--- src/rtl/flash_read_arbiter_if.sv ---
// Bundle of requester, response and flash-reader signals around flash_read_arbiter.
// slave = arbiter side; master = requesters, consumers and flash reader.
interface flash_read_arbiter_if #(
  parameter int ADDR_W = 24,
  parameter int LEN_W  = 8
);
  logic              req0_valid;
  logic [ADDR_W-1:0] req0_addr;
  logic [LEN_W-1:0]  req0_len;
  logic              req0_ack;
  logic              req1_valid;
  logic [ADDR_W-1:0] req1_addr;
  logic [LEN_W-1:0]  req1_len;
  logic              req1_ack;

  logic              rsp0_valid;
  logic [7:0]        rsp0_data;
  logic              rsp0_last;
  logic              rsp0_ready;
  logic              rsp1_valid;
  logic [7:0]        rsp1_data;
  logic              rsp1_last;
  logic              rsp1_ready;

  logic              fl_read;
  logic [ADDR_W-1:0] fl_addr;
  logic              fl_ready;
  logic [7:0]        fl_data;

  logic              busy;
  logic              grant;
  logic              err;

  modport slave (
    input  req0_valid, req0_addr, req0_len, req1_valid, req1_addr, req1_len,
    output req0_ack, req1_ack,
    output rsp0_valid, rsp0_data, rsp0_last, rsp1_valid, rsp1_data, rsp1_last,
    input  rsp0_ready, rsp1_ready,
    output fl_read, fl_addr,
    input  fl_ready, fl_data,
    output busy, grant, err
  );

  modport master (
    output req0_valid, req0_addr, req0_len, req1_valid, req1_addr, req1_len,
    input  req0_ack, req1_ack,
    input  rsp0_valid, rsp0_data, rsp0_last, rsp1_valid, rsp1_data, rsp1_last,
    output rsp0_ready, rsp1_ready,
    input  fl_read, fl_addr,
    output fl_ready, fl_data,
    input  busy, grant, err
  );
endinterface

--- src/rtl/flash_read_arbiter.sv ---
// Two-requester round-robin burst arbiter in front of a byte-wide flash read engine.
// Optional WAIT timeout with 0xFF abort byte is enabled by defining FLASH_ARB_TIMEOUT_EN.
module flash_read_arbiter #(
  parameter int ADDR_W      = 24,
  parameter int LEN_W       = 8,
  parameter int TIMEOUT_CYC = 64
) (
  input logic                 clk,
  input logic                 rstn,
  flash_read_arbiter_if.slave bus
);

  typedef enum logic [1:0] {IDLE, WAIT, DELIVER} state_e;

  state_e            state_q, state_d;
  logic              grant_q, grant_d;
  logic [ADDR_W-1:0] addr_q, addr_d;
  logic [LEN_W-1:0]  rem_q, rem_d;
  logic [7:0]        data_q, data_d;
  logic [1:0]        ack_q, ack_d;
  logic [1:0]        rsp_valid_q, rsp_valid_d;
  logic              last_q, last_d;
  logic              fl_read_q, fl_read_d;
  logic              busy_q, busy_d;
  logic              sel;
  logic              rsp_ready;
  logic              tmo_hit;

  assign rsp_ready = grant_q ? bus.rsp1_ready : bus.rsp0_ready;

`ifdef FLASH_ARB_TIMEOUT_EN
  localparam int TW = $clog2(TIMEOUT_CYC + 1);
  logic [TW-1:0] tmo_q, tmo_d;
  logic          err_q;

  // Counts WAIT cycles without fl_ready; fires on the TIMEOUT_CYC-th such cycle.
  assign tmo_hit = (state_q == WAIT) && !bus.fl_ready && (tmo_q == TW'(TIMEOUT_CYC - 1));

  always_comb begin
    tmo_d = '0;
    if (state_q == WAIT && !bus.fl_ready) tmo_d = tmo_q + 1'b1;
  end

  always_ff @(posedge clk or negedge rstn) begin
    if (!rstn) begin
      tmo_q <= '0;
      err_q <= 1'b0;
    end else begin
      tmo_q <= tmo_d;
      err_q <= tmo_hit;
    end
  end

  assign bus.err = err_q;
`else
  logic unused_tmo_cfg;
  assign unused_tmo_cfg = ^TIMEOUT_CYC;
  assign tmo_hit        = 1'b0;
  assign bus.err        = 1'b0;
`endif

  always_ff @(posedge clk or negedge rstn) begin
    if (!rstn) state_q <= IDLE;
    else       state_q <= state_d;
  end

  always_comb begin
    state_d = state_q;
    unique case (state_q)
      IDLE:    if (bus.req0_valid || bus.req1_valid) state_d = WAIT;
      WAIT:    if (bus.fl_ready || tmo_hit) state_d = DELIVER;
      DELIVER: if (rsp_ready) state_d = last_q ? IDLE : WAIT;
      default: state_d = IDLE;
    endcase
  end

  always_comb begin
    // Requester 1 wins only when alone or when requester 0 owned the previous burst.
    sel         = bus.req1_valid && (!bus.req0_valid || !grant_q);
    grant_d     = grant_q;
    addr_d      = addr_q;
    rem_d       = rem_q;
    data_d      = data_q;
    last_d      = last_q;
    rsp_valid_d = rsp_valid_q;
    ack_d       = '0;
    fl_read_d   = 1'b0;
    unique case (state_q)
      IDLE: begin
        if (bus.req0_valid || bus.req1_valid) begin
          grant_d   = sel;
          ack_d     = sel ? 2'b10 : 2'b01;
          fl_read_d = 1'b1;
          addr_d    = sel ? bus.req1_addr : bus.req0_addr;
          rem_d     = sel ? bus.req1_len  : bus.req0_len;
        end
      end
      WAIT: begin
        if (bus.fl_ready) begin
          data_d      = bus.fl_data;
          last_d      = (rem_q == '0);
          rsp_valid_d = grant_q ? 2'b10 : 2'b01;
        end else if (tmo_hit) begin
          data_d      = 8'hFF;
          last_d      = 1'b1;
          rsp_valid_d = grant_q ? 2'b10 : 2'b01;
        end
      end
      DELIVER: begin
        if (rsp_ready) begin
          rsp_valid_d = '0;
          if (!last_q) begin
            addr_d    = addr_q + 1'b1;
            rem_d     = rem_q - 1'b1;
            fl_read_d = 1'b1;
          end
        end
      end
      default: ;
    endcase
    busy_d = (state_d != IDLE);
  end

  always_ff @(posedge clk or negedge rstn) begin
    if (!rstn) begin
      grant_q     <= 1'b1;
      addr_q      <= '0;
      rem_q       <= '0;
      data_q      <= '0;
      last_q      <= 1'b0;
      rsp_valid_q <= '0;
      ack_q       <= '0;
      fl_read_q   <= 1'b0;
      busy_q      <= 1'b0;
    end else begin
      grant_q     <= grant_d;
      addr_q      <= addr_d;
      rem_q       <= rem_d;
      data_q      <= data_d;
      last_q      <= last_d;
      rsp_valid_q <= rsp_valid_d;
      ack_q       <= ack_d;
      fl_read_q   <= fl_read_d;
      busy_q      <= busy_d;
    end
  end

  assign bus.req0_ack   = ack_q[0];
  assign bus.req1_ack   = ack_q[1];
  assign bus.rsp0_valid = rsp_valid_q[0];
  assign bus.rsp1_valid = rsp_valid_q[1];
  assign bus.rsp0_data  = data_q;
  assign bus.rsp1_data  = data_q;
  assign bus.rsp0_last  = last_q;
  assign bus.rsp1_last  = last_q;
  assign bus.fl_read    = fl_read_q;
  assign bus.fl_addr    = addr_q;
  assign bus.busy       = busy_q;
  assign bus.grant      = grant_q;

endmodule
--- src/flat_wrapper.sv ---
// flat-port wrapper written by rule: the top's interface ports become plain ports
module flash_read_arbiter_flat 
#(
  parameter int ADDR_W      = 24,
  parameter int LEN_W       = 8,
  parameter int TIMEOUT_CYC = 64
)
  (clk, rstn, bus_req0_valid, bus_req0_addr, bus_req0_len, bus_req1_valid, bus_req1_addr, bus_req1_len, bus_req0_ack, bus_req1_ack, bus_rsp0_valid, bus_rsp0_data, bus_rsp0_last, bus_rsp1_valid, bus_rsp1_data, bus_rsp1_last, bus_rsp0_ready, bus_rsp1_ready, bus_fl_read, bus_fl_addr, bus_fl_ready, bus_fl_data, bus_busy, bus_grant, bus_err);
  flash_read_arbiter_if #(.ADDR_W(ADDR_W), .LEN_W(LEN_W)) bus_i ();
  input logic clk;
  input logic rstn;
  input wire logic [$bits(bus_i.req0_valid)-1:0] bus_req0_valid;
  input wire logic [$bits(bus_i.req0_addr)-1:0] bus_req0_addr;
  input wire logic [$bits(bus_i.req0_len)-1:0] bus_req0_len;
  input wire logic [$bits(bus_i.req1_valid)-1:0] bus_req1_valid;
  input wire logic [$bits(bus_i.req1_addr)-1:0] bus_req1_addr;
  input wire logic [$bits(bus_i.req1_len)-1:0] bus_req1_len;
  output wire logic [$bits(bus_i.req0_ack)-1:0] bus_req0_ack;
  output wire logic [$bits(bus_i.req1_ack)-1:0] bus_req1_ack;
  output wire logic [$bits(bus_i.rsp0_valid)-1:0] bus_rsp0_valid;
  output wire logic [$bits(bus_i.rsp0_data)-1:0] bus_rsp0_data;
  output wire logic [$bits(bus_i.rsp0_last)-1:0] bus_rsp0_last;
  output wire logic [$bits(bus_i.rsp1_valid)-1:0] bus_rsp1_valid;
  output wire logic [$bits(bus_i.rsp1_data)-1:0] bus_rsp1_data;
  output wire logic [$bits(bus_i.rsp1_last)-1:0] bus_rsp1_last;
  input wire logic [$bits(bus_i.rsp0_ready)-1:0] bus_rsp0_ready;
  input wire logic [$bits(bus_i.rsp1_ready)-1:0] bus_rsp1_ready;
  output wire logic [$bits(bus_i.fl_read)-1:0] bus_fl_read;
  output wire logic [$bits(bus_i.fl_addr)-1:0] bus_fl_addr;
  input wire logic [$bits(bus_i.fl_ready)-1:0] bus_fl_ready;
  input wire logic [$bits(bus_i.fl_data)-1:0] bus_fl_data;
  output wire logic [$bits(bus_i.busy)-1:0] bus_busy;
  output wire logic [$bits(bus_i.grant)-1:0] bus_grant;
  output wire logic [$bits(bus_i.err)-1:0] bus_err;
  assign bus_i.req0_valid = bus_req0_valid;
  assign bus_i.req0_addr = bus_req0_addr;
  assign bus_i.req0_len = bus_req0_len;
  assign bus_i.req1_valid = bus_req1_valid;
  assign bus_i.req1_addr = bus_req1_addr;
  assign bus_i.req1_len = bus_req1_len;
  assign bus_req0_ack = bus_i.req0_ack;
  assign bus_req1_ack = bus_i.req1_ack;
  assign bus_rsp0_valid = bus_i.rsp0_valid;
  assign bus_rsp0_data = bus_i.rsp0_data;
  assign bus_rsp0_last = bus_i.rsp0_last;
  assign bus_rsp1_valid = bus_i.rsp1_valid;
  assign bus_rsp1_data = bus_i.rsp1_data;
  assign bus_rsp1_last = bus_i.rsp1_last;
  assign bus_i.rsp0_ready = bus_rsp0_ready;
  assign bus_i.rsp1_ready = bus_rsp1_ready;
  assign bus_fl_read = bus_i.fl_read;
  assign bus_fl_addr = bus_i.fl_addr;
  assign bus_i.fl_ready = bus_fl_ready;
  assign bus_i.fl_data = bus_fl_data;
  assign bus_busy = bus_i.busy;
  assign bus_grant = bus_i.grant;
  assign bus_err = bus_i.err;
  flash_read_arbiter #(.ADDR_W(ADDR_W), .LEN_W(LEN_W), .TIMEOUT_CYC(TIMEOUT_CYC)) u_core (.clk(clk), .rstn(rstn), .bus(bus_i));
endmodule
--- config.mk ---
export PLATFORM = sky130hd
export DESIGN_NAME = flash_read_arbiter_flat
export DESIGN_NICKNAME = d
export VERILOG_FILES = /design/src/rtl/flash_read_arbiter_if.sv /design/src/rtl/flash_read_arbiter.sv /design/src/flat_wrapper.sv
export SDC_FILE = /design/constraint.sdc
export NUM_CORES = 1
export LEC_CHECK = 0
export ABC_AREA = 0
export CAP_MARGIN = 20
export CORE_MARGIN = 4
export CORE_UTILIZATION = 43
export DETAILED_ROUTE_END_ITERATION = 16
export HOLD_SLACK_MARGIN = 0.08
export PLACE_DENSITY = 0.8
export SYNTH_ARGS = -nofsm -noshare
export SYNTH_HDL_FRONTEND = slang
export SYNTH_SLANG_ARGS = --single-unit
--- constraint.sdc ---
create_clock -name clk -period 1.95 [get_ports clk]
set_input_delay 0.39 -clock clk [delete_from_list [all_inputs] [get_ports clk]]
set_output_delay 0.39 -clock clk [all_outputs]
set_load 0.1 [all_outputs]
After elaboration in Yosys (flattened, before gate mapping)
Index checks and enable logic that the tools add are counted.
- $add $sub $neg: 2
- equality and inequality tests: 6
- multiplexer cells: 27
- reduce and logical (&&, ||, !) cells: 14
- operators by type and width (kind ; number):
    2-to-1 mux 24 bit ; 4
    case mux 24 bit (2 select lines) ; 1
    2-to-1 mux 8 bit ; 4
    adder 24 x 1 -> 24 bit, second input constant ; 1
    2-to-1 mux 2 bit ; 9
    case mux 8 bit (2 select lines) ; 1
    zero test 8 bit ; 1
    subtractor 8 x 1 -> 8 bit, second input constant ; 1
    case mux 2 bit (3 select lines) ; 1
    nonzero test 2 bit ; 3
    2-to-1 mux 1 bit ; 5
    != test 2 x 1 -> 1 bit, second input constant ; 2
    != test 2 bit, second input constant ; 2
    case mux 2 bit (2 select lines) ; 1
    AND reduction 2 bit ; 2
    AND reduction 4 bit ; 1
    AND reduction 3 bit ; 1
    == test 2 x 1 -> 1 bit, second input constant ; 1
    == test 2 bit, second input constant ; 1
    zero test 1 bit ; 2
    zero test 2 bit ; 1
    logical OR 1 bit ; 2
    case mux 1 bit (2 select lines) ; 1
    logical AND 1 bit ; 1
- flip-flop bits (word level): 50
- input port bits: 79
- output and inout bits: 50
- logic and storage cells: 59

Longest topological paths before layout
Gate-level depths: netlist (run 1).
- depth in word-level cells: 6
- mapped depth: 8
- mapped depth without buffers: 6

Least setup slack after synthesis (run 1)
No wires, ideal clock.
- kind: reg2reg
- from: register u_core.addr_q[0] (netlist: u_core.bus.fl_addr[0])
- to: register u_core.addr_q[22] (netlist: u_core.bus.fl_addr[22])
- library setup time: 80 ps
- data arrival time: 2399 ps
- required time: 1870 ps
- setup slack: -529 ps
- cell stages (with the launch flop): 7
- buffers on the path: 0
- period minus slack after synthesis: 2479 ps
- cell sequence: dfrtp_1 ha_1 nand4_4 nor4_4 nand3_2 a21oi_1 a2bb2oi_1
- longest elaborated chain between the ends: 4
- ends and longest elaborated chain (what ; RTL line ; RTL):
    start, declared ; flash_read_arbiter.sv:17 ; logic [ADDR_W-1:0] addr_q, addr_d;
    start signal, assigned ; flash_read_arbiter.sv:137 ; addr_q <= addr_d;
    adder 24 x 1 -> 24 bit ; flash_read_arbiter.sv:113 ; addr_d = addr_q + 1'b1;
    2-to-1 mux 24 bit ; flash_read_arbiter.sv:112 ; if (!last_q) begin
    2-to-1 mux 24 bit ; flash_read_arbiter.sv:110 ; if (rsp_ready) begin
    case mux 24 bit (2 select lines) ; flash_read_arbiter.sv:88 ; unique case (state_q)
Every way passes these cells. The select of a mux whose other input is x is not followed.
A chain may end at the register's enable or synchronous reset.

Worst setup path in the final report (run 1)
- from: register u_core.grant_q (netlist: u_core.bus.grant)
- to: register u_core.rem_q[5]
- longest elaborated chain between the ends: 6
- elaborated cells between the ends (all ways): 9
- those cells by class: 1 x eq/ne; 4 x mux; 4 x reduce/logical
- ends and longest elaborated chain (what ; RTL line ; RTL):
    start, declared ; flash_read_arbiter.sv:16 ; logic grant_q, grant_d;
    start signal, assigned ; flash_read_arbiter.sv:136 ; grant_q <= grant_d;
    zero test 1 bit ; flash_read_arbiter.sv:79 ; sel = bus.req1_valid && (!bus.req0_valid || !grant_q);
    logical OR 1 bit ; flash_read_arbiter.sv:79 ;
    logical AND 1 bit ; flash_read_arbiter.sv:79 ;
    2-to-1 mux 8 bit ; flash_read_arbiter.sv:95 ; rem_d = sel ? bus.req1_len : bus.req0_len;
    2-to-1 mux 8 bit ; flash_read_arbiter.sv:90 ; if (bus.req0_valid || bus.req1_valid) begin
    case mux 8 bit (2 select lines) ; flash_read_arbiter.sv:88 ;
    end signal, assigned ; flash_read_arbiter.sv:138 ; rem_q <= rem_d;
    end, declared ; flash_read_arbiter.sv:18 ; logic [LEN_W-1:0] rem_q, rem_d;
Several ways; a longest one is shown, not always the timed one. The select of a mux whose other input is x is not followed.

==> run metrics, run 1 <==
GP Congestion=0.798; top cells by area, synth=dfrtp_1, nand2_1, a21oi_1; post-layout min period=1800 ps; TritonCTS clock tree=yes; post-synth top area share=39.4%; Skew-Pair Late Insertion Delay=300 ps; Synth Instances=386; gr usage total=22.5%; number of synthesized flops with an enable pin=0; Root Driver=clkbuf_8; post-synthesis sequential area ratio=40.2%; Yosys cell types=43; max_cap viols=0; non-filler cells, final=607; Yosys warning count=0; Worst EP required=2150 ps; die width=93.1 um; fillers=571; gr ovfl total=0; worst-path maximum fanout=31; DRC Markers=0; Synth Flop Type=dfrtp_1; Ant. Diodes=0; Buffers on Ports=127; htree depth=2; Hold WC Path Type=in -> async; Worst setup EP type=flip-flop; vias=3320; biggest area consumer among synthesized cells=dfrtp_1; drt wl/cell=16.1 um; initial antenna violation count=0; Boundary Pins=129; most frequent cells in the layout=nand2_1, clkdlybuf4s50_1, buf_4; Initial DRC Count=208; max-slew violations=0; Die Y=93.1 um; RSZ-0062 raised after global routing=false; DR vias/cell=5.47; Clock Tree Buf Depth=2; status=finished clean; Post-Syn Nets=468; Final Skew=10.6 ps; initial core utilization=45.1%; CTS clk-pin slew, worst paths=90 ps; most common cell after layout, fill and taps aside=nand2_1; post-route ant nets=0; Final nets=592; CP Data Arrival Time=1990 ps; final setup violation count=0; DP HPWL=7.39 mm; final WL=9.77 mm; DRT Pass-1 Iters=4; final period utilization=92.1%; Avg Cell Area, Syn=8.07 um^2; area of the mapped netlist=3120 um^2; placed insts=596; Setup CP Type=reg -> reg; Area Overhead vs Synth=55.4%; Core Footprint=6910 um^2; die area=8670 um^2; Num CTS Buffers=5; Fmax achieved=557 MHz; CP startpoint kind=flip-flop; clock sinks=50; Hold Vio Cnt, Final=0; #FFs+latches synth=50; global-route wire length before repair=15.8 mm; CTS resizes=0; Rows=30; number of global-route vias before repair=3292; asr flop ratio synth=100%; largest net degree at the start of global routing=40; share of layout cells above drive strength 1=23.1%
metal layers:
layer | track usage [%] | routed length, um | up-vias
met1 | 29.2 | 3990 | 1557
met4 | 8.42 | 295 | 0
met5 | 0 | 0 | -
met2 | 37.3 | 4840 | 134
li1 | - | - | 1605
met3 | 4.10 | 655 | 24
final timing paths:
kind	start	endpoint	slack, ps	cells past startpoint
setup / recovery	u_core.bus.grant$_DFFE_PN1P_	u_core.rem_q[5]$_DFFE_PN0P_	150	7
hold / removal	rstn	u_core.bus.rsp0_data[6]$_DFFE_PN0P_	500	2
setup reg to reg	u_core.bus.grant$_DFFE_PN1P_	u_core.rem_q[5]$_DFFE_PN0P_	150	7
hold reg to reg	u_core.rem_q[6]$_DFFE_PN0P_	u_core.rem_q[6]$_DFFE_PN0P_	520	2
max in group asynchronous	rstn	u_core.bus.grant$_DFFE_PN1P_	920	3
min in group clk	u_core.rem_q[6]$_DFFE_PN0P_	u_core.rem_q[6]$_DFFE_PN0P_	520	2
logic make-up after synthesis:
group                      share of synthesized area, %
adders and majority gates                          1.20
buffers and inverters                              7.03
DFF                                                40.2
AOI/OAI and AO/OA                                  21.3
and+or+nand+nor                                    25.6
muxes                                              4.50
other                                             0.120
flip-flops by register name, summed over array words and instances, names as in the netlist:
register and flops:
u_core.rem_q 8, u_core.state_q 2, u_core.ack_q 2, u_core.bus.rsp0_last 1
u_core.bus.grant 1, u_core.rsp_valid_q 2, u_core.bus.rsp0_data 8, u_core.bus.fl_read 1
u_core.bus.busy 1, u_core.bus.fl_addr 24
stage by stage:
stage	setup WS, ps	area, um^2	utilization, %	setup TNS, ps	hold WS [ps]
floorplan	4.91	3160	-	0	94.4
global placement	8.28	4700	68.0	0	281
detailed placement	-62.6	4700	68.0	-229	281
CTS	109	4830	69.9	0	490
global route	39.1	4840	70.1	0	510
finish	154	4840	70.1	0	495
critical path: stages, from the launching register on:
cell and delay (ps):
dfstp_4 660, mux2i_1 90, o21ai_0 150, nand2_1 140
inv_1 130, buf_12 190, nand2_1 80, a22o_1 230
layout make-up:
class                      count  area, um^2  share of cell area [%]
clock buffer                   7        86.3                    1.78
inverter                       8        30.0                   0.620
multi-input combinational    293        1660                    34.2
clock inverter                 1        30.0                   0.620
tap                           96         120                    2.48
timing repair buffer         152        1630                    33.8
sequential                    50        1280                    26.5
cell usage after synthesis (3+ instances only):
cell type	instances
a21oi_1	41
a2bb2oi_1	9
a31oi_1	6
and3_1	6
buf_2	10
buf_4	12
clkbuf_1	13
dfrtp_1	49
ha_1	3
inv_1	8
mux2_2	8
mux2i_1	5
nand2_1	84
nand3_1	35
nand4_1	4
nor2_1	20
nor3_1	4
o21ai_0	32
o22a_1	5
what timing repair did:
| action | 4_1_cts | 5_1_grt |
|---|---|---|
| setup buffers | 0 | 2 |
| hold endpoints to repair | 8 | 0 |
| endpoints found under the setup margin | 0 | 3 |
| hold buffers | 1 | 0 |
Power of run 1 is left out: the tool's default activity adds up to more than one toggle a clock period on the data nets, which glitch-free logic cannot reach.
==> inputs of run 2 (changes only) <==
- CORE_ASPECT_RATIO: not set -> 2
==> run metrics, run 2 (synthesized netlist as in run 1, its figures left out) <==
Final nets=589 (-0.51%); Initial DRC Count=190 (-8.7%); flop-to-flop setup slack=120 ps (-40 ps); Ant. Diodes=0 (unchanged); Core Footprint=6990 um^2 (+1.3%); top sig layer=met4; initial core utilization=44.5% (-0.56 points); final WL=9.89 mm (+1.2%); status=finished clean; FF-to-FF End=u_core.rem_q[0]$_DFFE_PN0P_; DRT Pass-1 Iters=4 (unchanged); clock sinks=50 (unchanged); share of layout cells above drive strength 1=23.0% (-0.060 points); TritonCTS clock tree=yes; final setup violation count=0 (unchanged); gr ovfl total=0 (unchanged); Worst EP required=2100 ps (-50 ps); Setup CP Type=reg -> reg; Rows=43 (+43%); Die Y=128 um (+38%); M1 wire length=3.49 mm (-12%); Num CTS Buffers=5 (unchanged); Boundary Pins=129 (unchanged); Hold WC Path Type=in -> async; post-route ant nets=0 (unchanged); final period utilization=93.9% (+1.8 points); Root Driver=clkbuf_16; Fmax achieved=546 MHz (-1.9%); htree depth=2 (unchanged); initial antenna violation count=0 (unchanged); die width=68.2 um (-27%); vias=3321 (+0.030%); gr usage total=23.5% (+1.0 points); RSZ-0062 raised after global routing=false; drt wl/cell=16.5 um (+2.7%); largest net degree at the start of global routing=51 (+28%); global-route wire length before repair=15.8 mm (about the same); met2 WL post-DR=5.49 mm (+14%); Worst Setup EP=u_core.rem_q[0]$_DFFE_PN0P_; DP HPWL=7.44 mm (+0.68%); met3 routed WL=582 um (-11%); post-layout min period=1830 ps (+35.3 ps); Final WS setup=119 ps (-35.3 ps); crit path from=u_core.bus.grant$_DFFE_PN1P_; Largest register FFs=24 (unchanged); pre-CTS setup slack=-115 ps (-52.7 ps); CP Data Arrival Time=1980 ps (about the same); Skew-Pair Late Insertion Delay=300 ps (about the same); Hold Vio Cnt, Final=0 (unchanged); DRC Markers=0 (unchanged); Core Util, Final=70.2% (+0.12 points); number of global-route vias before repair=3395 (+3.1%); Critical R2R Launch=u_core.bus.grant$_DFFE_PN1P_; max-slew violations=0 (unchanged); most frequent cells in the layout=nand2_1, clkdlybuf4s50_1, buf_4; max_cap viols=0 (unchanged); CTS clk-pin slew, worst paths=70 ps (-20 ps); DR vias/cell=5.55 (+1.5%); area taken by multi-input logic gates=1670 um^2 (+0.91%); worst reg-to-reg path cell count=7 (unchanged); most common cell after layout, fill and taps aside=nand2_1; CP startpoint kind=flip-flop; die area=8750 um^2 (+0.95%); Clock Tree Buf Depth=2 (unchanged); Worst setup EP type=flip-flop; Reg area=1280 um^2 (unchanged); GP Congestion=0.849 (+6.4%); worst-path maximum fanout=21 (-32%); Area Overhead vs Synth=57.6%; Buffers on Ports=127 (unchanged); Final Skew=8.39 ps (-2.25 ps); fillers=565 (-1.1%)
run 2: cell types whose count changed in the layout (fill, tap and decap cells not counted), moves of 3 or more:
cell / delta
buf_4: -6
clkbuf_8: -6
clkbuf_16: +5
buf_12: +3
run 2: timing repair:
item / 4_1_cts / 5_1_grt
hold buffers: 0 / 0
gates resized for setup: 0 / 4
buffers inserted: 0 / 2
setup endpoints to repair: 0 / 14
run 2: worst min path at each step:
stage,to,slack [ps],depth (start not counted)
3_5_place_dp,u_core.bus.fl_read$_DFF_PN0_,410,2
5_1_grt,u_core.bus.fl_read$_DFF_PN0_,110,2
2_1_floorplan,u_core.ack_q[0]$_DFF_PN0_,90,0
3_3_place_gp,u_core.bus.fl_read$_DFF_PN0_,400,2
6_report,u_core.bus.fl_read$_DFF_PN0_,70,2
4_1_cts,u_core.bus.fl_read$_DFF_PN0_,90,2
run 2: area by class of cell:
class	count	area share, %
flip-flops and latches	50	26.2
well taps	90	2.29
clock inverters	1	0.611
inverters	8	0.611
repair buffers	149	33.6
clock buffers	7	2.70
multi-input cells	293	34.0
run 2: critical path, stage by stage, from the launching register on:
cell and delay [ps]:
dfstp_4 650, mux2i_4 230, o21ai_0 100, nand2_1 190, inv_1 120, buf_12 170, nand3_1 80, o311ai_0 140
run 2: per-stage QoR:
step / TNS, ps / std cells / cell area, um^2 / hold slack [ps]
final: 0 / 598 / 4910 / 69.9
after global routing: 0 / 598 / 4910 / 107
after CTS: 0 / 596 / 4880 / 90.8
after detailed placement: -693 / 588 / 4710 / 408
after global placement: -30.5 / 588 / 4710 / 400
after floorplan: 0 / 386 / 3160 / 94.4
run 2: routing by layer:
metal / vias to the layer above / GRT usage, %
li1: 1600 / -
met1: 1573 / 25.2
met2: 122 / 43.4
met3: 26 / 3.58
met4: 0 / 10.2
met5: - / 0
Power of run 2 is left out for the same reason.
